**config.mk**
```make
export PLATFORM = sky130hd
export DESIGN_NAME = alu_arbiter
export DESIGN_NICKNAME = d
export VERILOG_FILES = /design/src/rtl/alu_arbiter.sv
export SDC_FILE = /design/constraint.sdc
export NUM_CORES = 1
export LEC_CHECK = 0
export BUFFER_PORTS_ARGS = -buffer_cell sky130_fd_sc_hd__buf_4
export CORE_MARGIN = 1
export CORE_UTILIZATION = 47
export DETAILED_ROUTE_END_ITERATION = 7
export PLACE_DENSITY_LB_ADDON = 0.12
export SLEW_MARGIN = 20
export SYNTH_ARGS = -nofsm -noshare
export SYNTH_HDL_FRONTEND = slang
export SYNTH_SLANG_ARGS = --single-unit
```
**constraint.sdc**
```tcl
create_clock -name clk -period 2.16 [get_ports clk]
set_input_delay 0.216 -clock clk [delete_from_list [all_inputs] [get_ports clk]]
set_output_delay 0.216 -clock clk [all_outputs]
set_load 0.005 [all_outputs]
```
**src/rtl/alu_arbiter.sv**
```systemverilog
// Round-robin arbiter that sequences two requesters onto one shared ALU.
// Each op runs IDLE -> EXEC -> RESP and returns the result over valid/ready.
module alu_arbiter #(
    parameter int DATA_W = 16
) (
    input  logic              clk,
    input  logic              rst,
    input  logic              req0_valid,
    output logic              req0_ready,
    input  logic [DATA_W-1:0] req0_a,
    input  logic [DATA_W-1:0] req0_b,
    input  logic [6:0]        req0_cmd,
    input  logic              req1_valid,
    output logic              req1_ready,
    input  logic [DATA_W-1:0] req1_a,
    input  logic [DATA_W-1:0] req1_b,
    input  logic [6:0]        req1_cmd,
    output logic              rsp0_valid,
    input  logic              rsp0_ready,
    output logic              rsp1_valid,
    input  logic              rsp1_ready,
    output logic [DATA_W-1:0] rsp_out,
    output logic              rsp_ofl,
    output logic              rsp_z,
    output logic [DATA_W-1:0] alu_a,
    output logic [DATA_W-1:0] alu_b,
    output logic [2:0]        alu_op,
    output logic              alu_inva,
    output logic              alu_invb,
    output logic              alu_cin,
    output logic              alu_sign,
    input  logic [DATA_W-1:0] alu_out,
    input  logic              alu_ofl,
    input  logic              alu_z,
    output logic              busy
);

    typedef enum logic [1:0] {
        IDLE = 2'd0,
        EXEC = 2'd1,
        RESP = 2'd2
    } state_e;

    state_e            state_q, state_d;
    logic              owner_q, owner_d;
    logic              owner_last_q, owner_last_d;
    logic [DATA_W-1:0] a_q, a_d;
    logic [DATA_W-1:0] b_q, b_d;
    logic [6:0]        cmd_q, cmd_d;
    logic [DATA_W-1:0] out_q, out_d;
    logic              ofl_q, ofl_d;
    logic              z_q, z_d;

    logic gnt0, gnt1, rsp_hs;

    // On a tie the requester that did not own the last op wins.
    assign gnt0 = req0_valid & (~req1_valid | owner_last_q);
    assign gnt1 = req1_valid & (~req0_valid | ~owner_last_q);
    assign rsp_hs = owner_q ? rsp1_ready : rsp0_ready;

    always_comb begin
        state_d      = state_q;
        owner_d      = owner_q;
        owner_last_d = owner_last_q;
        a_d          = a_q;
        b_d          = b_q;
        cmd_d        = cmd_q;
        out_d        = out_q;
        ofl_d        = ofl_q;
        z_d          = z_q;
        req0_ready   = 1'b0;
        req1_ready   = 1'b0;
        unique case (state_q)
            IDLE: begin
                if (gnt0) begin
                    req0_ready = 1'b1;
                    a_d        = req0_a;
                    b_d        = req0_b;
                    cmd_d      = req0_cmd;
                    owner_d    = 1'b0;
                    state_d    = EXEC;
                end else if (gnt1) begin
                    req1_ready = 1'b1;
                    a_d        = req1_a;
                    b_d        = req1_b;
                    cmd_d      = req1_cmd;
                    owner_d    = 1'b1;
                    state_d    = EXEC;
                end
            end
            EXEC: begin
                out_d   = alu_out;
                ofl_d   = alu_ofl;
                z_d     = alu_z;
                state_d = RESP;
            end
            RESP: begin
                if (rsp_hs) begin
                    owner_last_d = owner_q;
                    state_d      = IDLE;
                end
            end
            default: state_d = IDLE;
        endcase
    end

    always_ff @(posedge clk) begin
        if (rst) begin
            state_q      <= IDLE;
            owner_q      <= 1'b0;
            owner_last_q <= 1'b1;
            a_q          <= '0;
            b_q          <= '0;
            cmd_q        <= '0;
            out_q        <= '0;
            ofl_q        <= 1'b0;
            z_q          <= 1'b0;
        end else begin
            state_q      <= state_d;
            owner_q      <= owner_d;
            owner_last_q <= owner_last_d;
            a_q          <= a_d;
            b_q          <= b_d;
            cmd_q        <= cmd_d;
            out_q        <= out_d;
            ofl_q        <= ofl_d;
            z_q          <= z_d;
        end
    end

    assign busy       = (state_q != IDLE);
    assign rsp0_valid = (state_q == RESP) & ~owner_q;
    assign rsp1_valid = (state_q == RESP) & owner_q;
    assign rsp_out    = out_q;
    assign rsp_ofl    = ofl_q;
    assign rsp_z      = z_q;
    assign alu_a      = a_q;
    assign alu_b      = b_q;
    assign alu_op     = cmd_q[6:4];
    assign alu_inva   = cmd_q[3];
    assign alu_invb   = cmd_q[2];
    assign alu_cin    = cmd_q[1];
    assign alu_sign   = cmd_q[0];

endmodule

```
==> reports/qor.yml <==
pwr:
  comb_power_share_pct: 25.0
  power_density_nw_per_um2: 735
  vdd_drop_max_mv: 0.525
  pwr-share-seq_pct: 42.2
  clkPwrFrac_pct: 32.8
  p_leak_nw: 1.82
  swShare_pct: 28.8
  total_power_mw: 3.12
  switchingPower_mw: 0.899
  p_int_mw: 2.22
timing:
  worst_pin_slew_ns: 0.712
  final-setup-viol-count: 0
  hold_ws_ns: 0.116
  grt_setup_unrepaired: "false"
  final-max-slew-violation-count: 0
  hold_viol: 0
  fin_crit_sh_pct: 85.5
  finalCriticalPeriod_ns: 1.85
  fin_worst_skew_ns: 0.00560
  fin_setup_tns_ns: 0
  max_freq_ghz: 0.542
  relSlewSlack_pct: 52.5
routing:
  first_iter_violations: 213
  vias: 3171
  first_pass_iters: 6
  ant_nets: 0
  drc_errors: 0
  vias_per_cell: 5.63
  finalWirelength_um: 8600
  wl_per_cell_um: 15.3
job:
  maxCapViolCount: 0
critical_path:
  endpoint_kind: "output port"
  cp.required_ns: 1.94
  crit_arrival_ns: 1.63
  worst_setup_path_start_kind: "flip-flop"
  cp_max_fo: 40
  r2r_slack_ns: 0.59
  critPathKind: "flip-flop to output port"
logic_synthesis:
  syn_inst: 340
  synthesis.area_sq_um: 2880
  ys_warn_count: 0
  avgSynthCellArea_sq_um: 8.48
  synth_area_leaders: "dfxtp_1, a21oi_1, a311oi_1, nand3_1, a311oi_2"
  synth-seq-area-share_pct: 42.4
  synth-seq-cells: 61
  yosys.area.top_type: "dfxtp_1"
  synthDistinctLibCells: 26
  syn-num-nets: 442
  synth_top_area_share_pct: 42.4
floorplan:
  coreArea_sq_um: 5920
  placementRows: 28
  die_h_um: 80.3
  initial_core_util_pct: 48.7
  ios: 164
  die_area_sq_um: 6450
  fp.dieW_um: 80.3
clocking:
  cts_tree: "done"
  htreeDepth: 3
  cts-root-buf: "clkbuf_8"
  clk_pin_slew_ns: 0.07
  postCtsSetupBuffers: 0
  cts_buffers: 9
  clk_latency_ns: 0.34
  cts_hold_buffers: 0
  cts_repair_resize_count: 0
  cts_sinks: 61
  clock_path_buffers: 2
placed_design:
  port_buffers: 163
  place_hpwl_um: 5850
  gp_congestion: 0.801
layout:
  n_antenna_cell: 0
  syn_to_final_growth_pct: 47.5
  drive_gt1_share_pct: 44.5
  fillCellCount: 494
  multi_input_area_sq_um: 1410
  nets: 585
  area.sequential_sq_um: 1220
grt:
  grt_max_degree: 62
  grt-ovfl-total: 0
  grt_pass1_vias: 2862
  grt_first_pass_wirelength_um: 13400
  antenna_found_initial: 0
  grtUsageTotal_pct: 26.7
status:
  status: "complete, no violations"
hold_path:
  hold_path.class: "input port to flip-flop"
[worst max-delay path, stage by stage (launching register included)]
cell and delay (ns):
dfxtp_1 0.35, nor2_4 0.13, buf_4 0.44, nand3_1 0.16, inv_1 0.09, buf_4 0.11
[stage by stage]
step	std cells	instance area, sq um	setup WS (ns)	utilization [%]
global placement	547	4050	0.698	68.4
global route	563	4250	0.228	71.8
CTS	563	4250	0.312	71.8
detailed placement	547	4050	0.659	68.4
finish	563	4250	0.313	71.8
floorplan	340	2880	0.935	-
[power by group through the flow]
stage | sequential (mW) | clock (mW) | combinational (mW)
floorplan | 1.34 | 0 | 0.389
global placement | 1.34 | 0 | 0.769
detailed placement | 1.34 | 0 | 0.783
CTS | 1.32 | 1.04 | 0.785
global route | 1.33 | 1.09 | 0.851
finish | 1.32 | 1.02 | 0.781
[placed cells by master, fill, tap and decap left out, types with 10 or more instances in the layout]
cell type  instances
nand3_1           40
o21ai_1           29
a21oi_1           49
a311oi_1          28
nand2_1           38
a311oi_2          11
clkbuf_8          10
a21oi_2           10
dfxtp_1           61
o21ai_0           13
buf_4            171
[cells in the mapped netlist (all sizes together)]
| master | number |
|---|---|
| a21oi | 59 |
| a311oi | 39 |
| and2b | 1 |
| buf | 32 |
| clkbuf | 8 |
| dfxtp | 61 |
| inv | 5 |
| mux2 | 1 |
| nand2 | 38 |
| nand2b | 3 |
| nand3 | 40 |
| nor2 | 5 |
| nor2b | 2 |
| nor3 | 2 |
| o211ai | 1 |
| o21ai | 42 |
| or2 | 1 |
[cell families (layout without fill, tap and decap cells)]
group / after synthesis / in the layout / synth area share, %
AOI/OAI and AO/OA: 141 / 141 / 33.3
and+or+nand+nor: 92 / 92 / 14.9
DFF: 61 / 61 / 42.4
muxes: 1 / 1 / 0.391
buffers and inverters: 45 / 193 / 8.99
[state kept, by name (all words and copies together), names as in the netlist, 2 cells and up]
register and count:
state_q 2, alu_a 16, alu_b 16, rsp_out 16, cmd_q 7
[worst paths after layout]
kind | depth (start not counted) | from | to
setup / recovery | 5 | state_q[1] | req1_ready
hold reg to reg | 2 | rsp_out[9] | rsp_out[9]
setup reg to reg | 4 | owner_last_q | alu_b[4]
hold / removal | 3 | alu_out[9] | rsp_out[9]
[final cells by class]
| type | instances | share of cell area, % |
|---|---|---|
| clock buffers | 10 | 3.24 |
| clock inverters | 6 | 1.47 |
| inverters | 5 | 0.442 |
| multi-input cells | 234 | 33.2 |
| flip-flops and latches | 61 | 28.7 |
| well taps | 75 | 2.21 |
| repair buffers | 172 | 30.7 |
[routing by layer]
metal / vias to the layer above / GRT usage [%] / share of wire, %
met5: - / 0 / 0
met3: 18 / 6.93 / 8.5
met2: 143 / 42.1 / 47
met4: 0 / 11.8 / 2.1
met1: 1468 / 34.1 / 43
li1: 1542 / - / -
(Power assumes the default switching activity.)
